$ cat config.mk
export PLATFORM = sky130hd
export DESIGN_NAME = button_sequencer
export DESIGN_NICKNAME = d
export VERILOG_FILES = /design/src/rtl/button_sequencer_pkg.sv /design/src/rtl/button_sequencer_press_timer.sv /design/src/rtl/button_sequencer.sv
export SDC_FILE = /design/constraint.sdc
export NUM_CORES = 1
export LEC_CHECK = 0
export BUFFER_PORTS_ARGS = -buffer_cell sky130_fd_sc_hd__buf_2
export CELL_PAD_IN_SITES_DETAIL_PLACEMENT = 2
export CELL_PAD_IN_SITES_GLOBAL_PLACEMENT = 2
export CORE_UTILIZATION = 40
export CTS_CLUSTER_DIAMETER = 100
export CTS_CLUSTER_SIZE = 12
export DETAILED_ROUTE_END_ITERATION = 6
export HOLD_SLACK_MARGIN = 0.05
export PLACE_DENSITY_LB_ADDON = 0.1
export RECOVER_POWER = 50
export SLEW_MARGIN = 20
export SYNTH_ARGS = -nofsm -noshare
export SYNTH_HDL_FRONTEND = slang
export SYNTH_SLANG_ARGS = --single-unit
export TNS_END_PERCENT = 10
$ cat constraint.sdc
create_clock -name clk -period 3.65 [get_ports clk]
set_clock_uncertainty 0.2 [all_clocks]
set_input_delay 0.365 -clock clk [delete_from_list [all_inputs] [get_ports clk]]
set_output_delay 0.365 -clock clk [all_outputs]
set_load 0.01 [all_outputs]
$ cat src/rtl/button_sequencer_pkg.sv
// Shared types and constants for the coordinate button transmitter.
package button_sequencer_pkg;

    localparam int unsigned COORD_W          = 4;
    localparam int unsigned NUM_DATA_BITS    = 8;
    localparam int unsigned DEF_PRESS_CYCLES = 2;
    localparam int unsigned DEF_GAP_CYCLES   = 2;
    localparam int unsigned BIT_CNT_W        = 4;
    localparam int unsigned TIMER_W          = 8;

    typedef enum logic [2:0] {
        IDLE,
        DATA_PRESS,
        DATA_GAP,
        ACT_PRESS,
        ACT_GAP,
        DONE
    } state_e;

endpackage

$ cat src/rtl/button_sequencer_press_timer.sv
// Down-counting interval timer: load N, expire_o pulses in the Nth cycle after the load.
module press_timer
    import button_sequencer_pkg::*;
#(
    parameter int unsigned W = TIMER_W
) (
    input  logic         clk,
    input  logic         rst_n,
    input  logic         clear_i,
    input  logic         load_i,
    input  logic [W-1:0] load_val_i,
    output logic         expire_o
);

    logic [W-1:0] cnt_q, cnt_d;
    logic         run_q, run_d;

    always_comb begin
        cnt_d = cnt_q;
        run_d = run_q;
        if (clear_i) begin
            cnt_d = '0;
            run_d = 1'b0;
        end else if (load_i) begin
            cnt_d = load_val_i - W'(1);
            run_d = 1'b1;
        end else if (run_q) begin
            if (cnt_q == '0) begin
                run_d = 1'b0;
            end else begin
                cnt_d = cnt_q - W'(1);
            end
        end
    end

    always_ff @(posedge clk or negedge rst_n) begin
        if (!rst_n) begin
            cnt_q <= '0;
            run_q <= 1'b0;
        end else begin
            cnt_q <= cnt_d;
            run_q <= run_d;
        end
    end

    assign expire_o = run_q && (cnt_q == '0);

endmodule

$ cat src/rtl/button_sequencer.sv
// Transmits a captured {y,x} coordinate as 8 LSB-first data presses plus one activity press.
module button_sequencer
    import button_sequencer_pkg::*;
#(
    parameter int unsigned PRESS_CYCLES = DEF_PRESS_CYCLES,
    parameter int unsigned GAP_CYCLES   = DEF_GAP_CYCLES
) (
    input  logic               clk,
    input  logic               reset,
    input  logic               start,
    input  logic               abort,
    input  logic [COORD_W-1:0] x_in,
    input  logic [COORD_W-1:0] y_in,
    output logic               logic_0_button,
    output logic               logic_1_button,
    output logic               activity_button,
    output logic               busy,
    output logic               done
);

    localparam logic [TIMER_W-1:0]   PRESS_LD = TIMER_W'(PRESS_CYCLES);
    localparam logic [TIMER_W-1:0]   GAP_LD   = TIMER_W'(GAP_CYCLES);
    localparam logic [BIT_CNT_W-1:0] LAST_BIT = BIT_CNT_W'(NUM_DATA_BITS);

    state_e                   state_q, state_d;
    logic [2*COORD_W-1:0]     shift_q, shift_d;
    logic [BIT_CNT_W-1:0]     bit_cnt_q, bit_cnt_d;
    logic                     l0_q, l0_d, l1_q, l1_d, act_q, act_d;
    logic                     busy_q, busy_d, done_q, done_d;
    logic                     tmr_load, tmr_clear, tmr_expire;
    logic [TIMER_W-1:0]       tmr_val;
    logic                     entering;

    always_comb begin
        state_d   = state_q;
        shift_d   = shift_q;
        bit_cnt_d = bit_cnt_q;
        case (state_q)
            IDLE: begin
                if (start && !abort) begin
                    state_d   = DATA_PRESS;
                    shift_d   = {y_in, x_in};
                    bit_cnt_d = '0;
                end
            end
            DATA_PRESS: begin
                if (tmr_expire) begin
                    state_d = DATA_GAP;
                    shift_d = shift_q >> 1;
                    if (bit_cnt_q < LAST_BIT) begin
                        bit_cnt_d = bit_cnt_q + BIT_CNT_W'(1);
                    end
                end
            end
            DATA_GAP: begin
                if (tmr_expire) begin
                    state_d = (bit_cnt_q >= LAST_BIT) ? ACT_PRESS : DATA_PRESS;
                end
            end
            ACT_PRESS: if (tmr_expire) state_d = ACT_GAP;
            ACT_GAP:   if (tmr_expire) state_d = DONE;
            DONE:      state_d = IDLE;
            default:   state_d = IDLE;
        endcase
        if (abort && state_q != IDLE) begin
            state_d = IDLE;
        end
        // The bit count spans the whole data loop, so it is only cleared when returning to IDLE.
        if (state_d == IDLE) begin
            bit_cnt_d = '0;
        end
    end

    always_comb begin
        entering  = (state_d != state_q);
        tmr_clear = entering && (state_d == IDLE || state_d == DONE);
        tmr_load  = entering && !tmr_clear;
        tmr_val   = (state_d == DATA_PRESS || state_d == ACT_PRESS) ? PRESS_LD : GAP_LD;
    end

    press_timer #(.W(TIMER_W)) u_timer (
        .clk        (clk),
        .rst_n      (reset),
        .clear_i    (tmr_clear),
        .load_i     (tmr_load),
        .load_val_i (tmr_val),
        .expire_o   (tmr_expire)
    );

    // Outputs are registered from the current state so the button lines never glitch;
    // abort overrides the decode so buttons release on the same edge the FSM leaves.
    always_comb begin
        l0_d   = 1'b1;
        l1_d   = 1'b1;
        act_d  = 1'b1;
        busy_d = 1'b0;
        done_d = 1'b0;
        if (!abort) begin
            case (state_q)
                DATA_PRESS: begin
                    busy_d = 1'b1;
                    if (shift_q[0]) l1_d = 1'b0;
                    else            l0_d = 1'b0;
                end
                DATA_GAP:  busy_d = 1'b1;
                ACT_PRESS: begin
                    busy_d = 1'b1;
                    act_d  = 1'b0;
                end
                ACT_GAP:   busy_d = 1'b1;
                DONE:      done_d = 1'b1;
                default:   ;
            endcase
        end
    end

    always_ff @(posedge clk or negedge reset) begin
        if (!reset) begin
            state_q   <= IDLE;
            shift_q   <= '0;
            bit_cnt_q <= '0;
            l0_q      <= 1'b1;
            l1_q      <= 1'b1;
            act_q     <= 1'b1;
            busy_q    <= 1'b0;
            done_q    <= 1'b0;
        end else begin
            state_q   <= state_d;
            shift_q   <= shift_d;
            bit_cnt_q <= bit_cnt_d;
            l0_q      <= l0_d;
            l1_q      <= l1_d;
            act_q     <= act_d;
            busy_q    <= busy_d;
            done_q    <= done_d;
        end
    end

    assign logic_0_button  = l0_q;
    assign logic_1_button  = l1_q;
    assign activity_button = act_q;
    assign busy            = busy_q;
    assign done            = done_q;

endmodule

; Word level (Yosys, flattened, before mapping)
; Cells that the tools add are included.
; Widths: inputs -> output; s select.
[totals]
reg_bits = 29
input_bits = 12
wordCells = 82
[op_classes]
add_sub_neg = 2
order_cmp = 2
eq_ne = 13
n_mux = 36
reduce_logical = 19
[op_table]
columns = op, n
row1 = $mux 8, 6
row2 = $mux 3, 6
row3 = $mux 1, 16
row4 = $mux 4, 4
row5 = $pmux 8 s2, 1
row6 = $pmux 3 s5, 1
row7 = $ne 3x3->1 const B, 4
row8 = $eq 3x3->1 const B, 3
row9 = $reduce_bool 3->1, 3
row10 = $logic_not 8->1, 1
row11 = $pmux 4 s2, 1
row12 = $sub 8x1->8 const B, 1
row13 = $eq 3x2->1 const B, 2
row14 = $logic_not 3->1, 2
row15 = $logic_and 1x1->1, 5
row16 = $add 4x1->4 const B, 1
row17 = $ge 4x4->1 const B, 1
row18 = $lt 4x4->1 const B, 1
row19 = $ne 2x2->1 const B, 2
row20 = $reduce_and 4->1, 1
row21 = $reduce_or 4->1, 1
row22 = $eq 3x1->1 const B, 1
row23 = $ne 3x3->1, 1
row24 = $reduce_and 3->1, 1
row25 = other kinds (5), 6

; Longest topological paths before layout
; Gate-level depths: netlist of run 1.
[depth]
depth_word = 12
ltp_mapped = 7

; By module
; Synthesis of run 1 repeated with hierarchy kept, for this count alone.
[hier_totals]
cells_unflattened = 188
area_unflattened_um2 = 1803.0
[modules_own_cells]
columns = module, n_inst, cells_per_inst, area_each_um2, seq_area_each_um2
row1 = button_sequencer, 1, 112, 1091.0, 504.2
row2 = press_timer, 1, 76, 711.9, 225.2

; Worst setup path after synthesis of run 1
; No wires, ideal clock.
[synth_timing]
path_type = flip-flop to flip-flop
start = register u_timer.cnt_q[5]
end = register shift_q[0]
setup_time_ns = 0.125
arrival_time_ns = 1.794
required_ns = 3.325
path_slack_ns = 1.532
stages_incl_launch_ff = 5
n_path_buf = 0
period_less_slack_ns = 2.118
path_cell_list = dfrtp_1 -> or4_4 -> or2_4 -> o21ai_4 -> mux2_2
[synth_via]
elab_chain_len = 4
[synth_lines]
columns = element, line_no
row1 = start: declaration, button_sequencer_press_timer.sv:15  ; logic [W-1:0] cnt_q, cnt_d;
row2 = start signal: assignment, button_sequencer_press_timer.sv:41  ; cnt_q <= cnt_d;
row3 = $logic_not 8->1, button_sequencer_press_timer.sv:46  ; assign expire_o = run_q && (cnt_q == '0);
row4 = $logic_and 1x1->1, button_sequencer_press_timer.sv:46
row5 = $ne 2x2->1 (no line), -
row6 = $reduce_and 3->1 (no line), -
row7 = end signal: assignment, button_sequencer.sv:129  ; shift_q <= shift_d;
row8 = end: declaration, button_sequencer.sv:26  ; logic [2*COORD_W-1:0] shift_q, shift_d;
; Every way passes these cells.
; A chain may end at the register's enable or synchronous reset.

; Final worst setup path of run 1
[layout_timing]
start = register u_timer.cnt_q[5]
end = register shift_q[6]
; Same word-level chain as after synthesis.

==> results of run 1 <==
-- worst min-delay path, cell delays in order --
cell	delay, ns
buf_2	0.08
nand2_1	0.04
o21ai_0	0.07
-- synth_stat cells (2+ instances only) --
cell | count | area, um^2
o22ai_1 | 2 | 12.5
xor2_1 | 4 | 35.0
dfrtp_1 | 26 | 651
dfstp_2 | 3 | 78.8
ha_1 | 4 | 50.1
mux2_2 | 13 | 146
nor3_1 | 4 | 20.0
nand3b_1 | 5 | 37.5
buf_2 | 3 | 15.0
a21oi_1 | 7 | 35.0
o211ai_1 | 4 | 30.0
nor2_1 | 16 | 60.1
a31oi_1 | 2 | 12.5
mux2i_1 | 2 | 20.0
clkbuf_1 | 5 | 18.8
xnor2_1 | 2 | 17.5
inv_1 | 8 | 30.0
o21ai_0 | 7 | 35.0
nand3_1 | 5 | 25.0
nand2_1 | 10 | 37.5
or2_2 | 2 | 12.5
and2_1 | 3 | 18.8
nor2b_1 | 3 | 18.8
-- state kept, by name (all words and copies together), names as in the netlist --
signal / count
busy: 1
logic_0_button: 1
u_timer.run_q: 1
done: 1
u_timer.cnt_q: 8
state_q: 3
activity_button: 1
bit_cnt_q: 4
logic_1_button: 1
shift_q: 8
-- worst min-delay path by stage --
stage               start             end  slack [ns]  cells past startpoint
4_1_cts           y_in[3]      shift_q[7]         0.1                      3
3_3_place_gp   shift_q[0]  logic_1_button        0.20                      1
2_1_floorplan       reset    bit_cnt_q[0]       -0.13                      0
6_report          y_in[3]      shift_q[7]        0.10                      3
5_1_grt           y_in[3]      shift_q[7]        0.13                      3
3_5_place_dp   shift_q[0]  logic_1_button        0.22                      1
-- power by group --
group | leakage [nW] | internal [mW] | total, mW | switching, mW
clock | 0.0542 | 0.170 | 0.293 | 0.123
sequential | 0.371 | 0.410 | 0.484 | 0.0735
combinational | 0.336 | 0.181 | 0.420 | 0.239
-- layer usage --
layer	vias to the layer above	wire (um)
met3	7	100
met1	625	1820
li1	589	-
met4	0	75
met2	17	2060
met5	-	0
-- final cells by class --
cell class                 instances  area, um^2  area share, %
clock inverter                     1        5.00          0.276
sequential                        29         729           40.3
clock buffer                       7        96.3           5.32
inverter                           8        30.0           1.66
multi-input combinational        114         803           44.4
tap                               48        60.1           3.32
timing repair buffer              17        86.3           4.77
-- cell families (layout without fill, tap and decap cells) --
kind of cell / after synthesis / in the layout / share of synthesized area [%]
compound gates: 29 / 29 / 12.1
flops: 29 / 29 / 45.7
buf+inv: 16 / 33 / 4.00
xor+xnor: 6 / 6 / 3.29
mux: 15 / 15 / 10.4
simple gates: 60 / 60 / 21.4
fa+ha+maj: 4 / 4 / 3.13
==> flow_metrics.py, run 1 <==
metrics = {
    "global_routing": {
        "antenna_found_initial": 0,
        "grt_pass1_wl_um": 7040,
        "gr-total-overflow": 0,
        "gr-usage-met3_pct": 5.21,
        "grt_most_used_layer": "met2",
        "grt_max_degree": 30,
        "grt_usage_pct": 22.7,
        "met2_usage_pct": 38.8,
        "gr-usage-met1_pct": 27.6,
        "first_global_vias": 1403,
    },
    "logic_synthesis": {
        "synth_cell_types": 42,
        "yosysSeqAreaShare_pct": 45.7,
        "synth-edff-count": 0,
        "async_reset_ff_share_pct": 100,
        "netlist_area_um2": 1600,
        "synthFlopType": "dfrtp_1",
        "synthCells": 159,
        "synth_nets": 175,
        "avgSynthCellArea_um2": 10.0,
        "ys_ff_latch": 29,
        "ys_warn_count": 0,
    },
    "setup_path": {
        "r2r_setup_slack_ns": 1.27,
        "r2r-start": "u_timer.cnt_q[5]",
        "crit_buf_inv": 0,
        "crit_path_start": "u_timer.cnt_q[5]",
        "path_cells": "or4_4, or2_4, o21ai_4, mux2_2",
        "crit_path_end_kind": "flip-flop",
        "critPathSlowestCell": "or4_4",
        "crit_end": "shift_q[6]",
        "critPathMaxFanout": 13,
        "critPathTopFamily": "simple AND/OR/NAND/NOR gates",
        "worstSetupPathDepth": 4,
        "critPathLaunchType": "flip-flop",
        "required_ns": 3.62,
        "rr_endpoint": "shift_q[6]",
        "worst-r2r-cell-count": 4,
        "max_stage_delay_ns": 0.66,
        "arrival_ns": 2.35,
        "path_class": "reg -> reg",
    },
    "cells_and_area": {
        "drive_gt1_share_pct": 25.0,
        "final_util_pct": 48.4,
        "finalInstanceArea_um2": 1810,
        "final_cell_mix": "dfrtp_1 (26), nor2_1 (16), mux2_2 (13), buf_2 (13), nand2_1 (10)",
        "nNetsFinal": 191,
        "antennaDiodeCount": 0,
        "syn_to_final_growth_pct": 13.4,
        "mostFrequentLayoutCell": "dfrtp_1",
        "fillers": 436,
        "layoutNonFillerInstCount": 224,
    },
    "drt": {
        "drt_wl_total_um": 4050,
        "drt_iter0_drc": 49,
        "route.detailed.drc": 0,
        "vias": 1238,
        "viasPerCell": 5.53,
        "post_drt_wl_per_cell_um": 18.1,
        "ant_nets": 0,
        "drt_pass1_iterations": 4,
    },
    "place": {
        "place_ws_ns": 1.28,
        "io_buffers": 16,
        "routabilityCongestion": 0.773,
        "hpwl_um": 2810,
        "placed_cells": 215,
        "dpl-instance-area_um2": 1700,
    },
    "clock_tree": {
        "clkLatencyLatePin_ns": 0.29,
        "cts_resized": 0,
        "root_buffer": "clkbuf_8",
        "cts-htree-levels": 2,
        "cts_buffers": 5,
        "cts_tree": "done",
        "ctsHoldBuffers": 1,
        "cts_sinks": 29,
        "clockBufferDepth": 2,
        "cts_setup_buffers": 0,
        "clk_pin_slew_worst_paths_ns": 0.06,
    },
    "die": {
        "die_h_um": 65.2,
        "ios": 17,
        "dieWidth_um": 65.2,
        "fp-row-count": 22,
        "core_um2": 3740,
        "fp.dieArea_um2": 4250,
        "initial_core_util_pct": 42.6,
    },
    "pwr": {
        "power_density_nw_per_um2": 661,
        "peakVddDrop_v": 0.000266,
        "power_leakage_nw": 0.761,
        "power_mw": 1.20,
    },
    "timing": {
        "hold_viol_final": 0,
        "worst-slew-pin-transition_ns": 1.58,
        "hold_slack_ns": 0.105,
        "relSlewSlack_pct": -5.59,
        "slew_violations": 30,
        "max_freq_mhz": 419,
        "final-setup-viol-count": 0,
        "fin_setup_tns_ns": 0,
        "fin_ws_ns": 1.27,
        "rsz0062_at_grt": "no",
        "fin_crit_ns": 2.38,
        "period_share_pct": 65.3,
    },
    "outcome": {
        "status": "finished, violations left",
        "violations": "max-capacitance violations, max-slew violations",
    },
    "min_path": {
        "hold_path.class": "in -> reg",
    },
    "job": {
        "maxCapViolCount": 1,
    },
}
No activity file was read; power rests on OpenSTA's default activity.
==> inputs of run 2 (changes only) <==
- ABC_AREA: unset -> 1
- CORE_UTILIZATION: 40 -> 31
- clock period: 3.65 -> 1.92 ns (I/O delays scaled with it)
==> run 2 against run 1 <==
Net effect: the flow finishes with violations (negative setup slack); count of clock-buffer cells in the layout did not move; critical endpoint is now u_timer.cnt_q[1]; total power rose to 2.9 times the previous value; core utilization rose by 0.26 points; register-to-register slack got worse by 1.4 ns; cell count rose by 43%; flip-flop and latch count did not move; die area rose by 28%; largest power group is now combinational cells; maximum frequency rose by 14%; area after synthesis fell by 0.47%.
==> flow_metrics.py, run 2 <==
metrics = {
    "outcome": {
        "status": "finished, violations left",
        "violations": "negative setup slack",
    },
    "timing": {
        "max_freq_mhz": 476,
        "hold_viol_final": 0,
        "rsz0062_at_grt": "yes",
        "worst-slew-pin-transition_ns": 0.814,
        "fin_ws_ns": -0.179,
        "slew_violations": 0,
        "period_share_pct": 109,
        "relSlewSlack_pct": 45.8,
        "fin_crit_ns": 2.10,
        "final-setup-viol-count": 17,
    },
    "cells_and_area": {
        "top_regs": "shift_q: 8 flops, u_timer.cnt_q: 8 flops, bit_cnt_q: 4 flops",
        "fillers": 556,
        "layoutNonFillerInstCount": 321,
        "multiInputGateArea_um2": 900,
        "final_cell_mix": "nand2_1 (29), inv_1 (25), dfrtp_1 (23), buf_4 (22), buf_2 (13)",
        "drive_gt1_share_pct": 44.1,
        "mostFrequentLayoutCell": "nand2_1",
        "antennaDiodeCount": 0,
        "nNetsFinal": 269,
        "seq_area_um2": 733,
        "syn_to_final_growth_pct": 47.4,
        "finalInstanceArea_um2": 2340,
    },
    "clock_tree": {
        "cts-htree-levels": 2,
        "root_buffer": "clkbuf_8",
        "cts_tree": "done",
        "clk_pin_slew_worst_paths_ns": 0.07,
        "cts_buffers": 5,
        "clkLatencyLatePin_ns": 0.28,
        "clockBufferDepth": 2,
        "cts_sinks": 29,
    },
    "logic_synthesis": {
        "synth_nets": 213,
        "netlist_area_um2": 1590,
        "synth.top_cells.by_count": "nand2_1 (40), inv_1 (30), dfrtp_1 (26)",
        "synthFlopType": "dfrtp_1",
        "ys_ff_latch": 29,
        "async_reset_ff_share_pct": 100,
        "ys_warn_count": 0,
        "avgSynthCellArea_um2": 8.07,
        "yosysSeqAreaShare_pct": 45.9,
        "synth_area_leader_cell": "dfrtp_1",
        "synth-edff-count": 0,
        "yosysMostFrequentCell": "nand2_1",
        "synth_top_area_share_pct": 40.9,
        "synthCells": 197,
        "synth_cell_types": 27,
        "synth_area_leaders": "dfrtp_1 (41%), nand2_1 (9.4%), inv_1 (7.1%), nand3_1 (5.4%), dfstp_2 (5.0%)",
    },
    "setup_path": {
        "required_ns": 1.93,
        "critPathTopFamily": "simple AND/OR/NAND/NOR gates",
        "rr_endpoint": "u_timer.cnt_q[1]",
        "path_cells": "inv_2, ha_4, nand2_4, nor2_4, nand3_2, nand2_2, nand3_1, nand2_2, nand2_2, nor2_4, nand2_2, o21ai_2",
        "r2r-start": "u_timer.cnt_q[0]",
        "crit_path_end_kind": "flip-flop",
        "crit_buf_inv": 1,
        "path_class": "reg -> reg",
        "arrival_ns": 2.11,
        "r2r_setup_slack_ns": -0.18,
        "worst-r2r-cell-count": 12,
        "critPathLaunchType": "flip-flop",
        "max_stage_delay_ns": 0.40,
        "critPathMaxFanout": 5,
        "critPathSlowestCell": "dfrtp_1",
        "cpMostUsedCell": "nand2_2",
    },
    "drt": {
        "vias": 1538,
        "post_drt_wl_per_cell_um": 17.0,
        "viasPerCell": 4.79,
        "drt_pass1_iterations": 4,
        "drt_wl_total_um": 5460,
        "route.detailed.drc": 0,
        "drt_iter0_drc": 36,
        "ant_nets": 0,
    },
    "min_path": {
        "hold_path.class": "reg -> reg",
        "min_from": "shift_q[0]",
        "holdPathStages": 1,
        "hold_end": "logic_1_button",
    },
    "pwr": {
        "power_leakage_nw": 1.13,
        "power_mw": 3.50,
        "peakVddDrop_v": 0.000528,
        "power_density_nw_per_um2": 1490,
    },
    "die": {
        "ios": 17,
        "fp-row-count": 25,
        "core_um2": 4820,
        "initial_core_util_pct": 33.0,
        "die_h_um": 73.6,
        "fp.dieArea_um2": 5420,
        "dieWidth_um": 73.6,
    },
    "place": {
        "hpwl_um": 3530,
        "dpl-instance-area_um2": 1910,
        "routabilityCongestion": 0.903,
        "placed_cells": 298,
        "io_buffers": 16,
    },
    "job": {
        "maxCapViolCount": 0,
    },
    "global_routing": {
        "grt_pass1_wl_um": 8340,
        "gr-total-overflow": 0,
        "antenna_found_initial": 0,
        "grt_usage_pct": 21.2,
        "grt_max_degree": 30,
        "first_global_vias": 1766,
    },
}
## run 2: through the flow
stage	worst slack (ns)	hold slack, ns	TNS (ns)	utilization (%)
floorplan	0.0682	-0.304	0	-
global placement	-0.0660	0.0650	-0.323	39.6
detailed placement	-0.202	0.0777	-2.00	39.6
CTS	-0.110	0.243	-0.686	45.8
global route	-0.271	0.265	-3.13	48.6
finish	-0.179	0.247	-1.18	48.6
## run 2: logic make-up after synthesis
kind of cell | Yosys count | synth area share (%)
xor gates and xnor gates | 7 | 3.86
AOI/OAI and AO/OA | 27 | 10.6
and+or+nand+nor | 91 | 27.2
buffers and inverters | 39 | 9.37
adders and majority gates | 4 | 3.15
DFF | 29 | 45.9
## run 2: per-layer routing
metal,vias up,wire [um],GRT usage (%)
met1,774,2170,22.8
met2,18,3120,41.6
li1,739,-,-
met5,-,0,0
met3,7,82,2.88
met4,0,88,7.48
## run 2: layout make-up
| type | instances | area share (%) |
|---|---|---|
| repair buffers | 51 | 16.5 |
| clock inverters | 1 | 0.214 |
| well taps | 67 | 3.58 |
| flip-flops and latches | 29 | 31.3 |
| inverters | 37 | 5.93 |
| clock buffers | 7 | 4.11 |
| multi-input cells | 129 | 38.4 |
## run 2: worst max-delay path by stage
stage,startpoint,end,slack [ns],cells past startpoint
2_1_floorplan,u_timer.cnt_q[0],u_timer.cnt_q[0],0.07,13
3_3_place_gp,u_timer.cnt_q[0],u_timer.cnt_q[1],-0.07,14
3_5_place_dp,u_timer.cnt_q[1],u_timer.cnt_q[1],-0.20,14
4_1_cts,u_timer.cnt_q[1],u_timer.cnt_q[1],-0.11,14
5_1_grt,u_timer.cnt_q[1],u_timer.cnt_q[1],-0.27,12
6_report,u_timer.cnt_q[0],u_timer.cnt_q[1],-0.18,12
## run 2: what timing repair did
item | 4_1_cts | 5_1_grt
pin swaps | 10 | 12
setup endpoints to repair | 22 | 22
gates resized for setup | 21 | 37
hold buffers | 10 | 0
buffers inserted | 3 | 2
hold endpoints to repair | 36 | 0
## run 2: power by group
group / internal (mW) / leakage (nW) / switching (mW) / total (mW)
logic: 0.793 / 0.708 / 1.21 / 2.01
clock network: 0.324 / 0.0542 / 0.240 / 0.564
registers: 0.792 / 0.373 / 0.133 / 0.925
total: 1.91 / 1.13 / 1.59 / 3.50
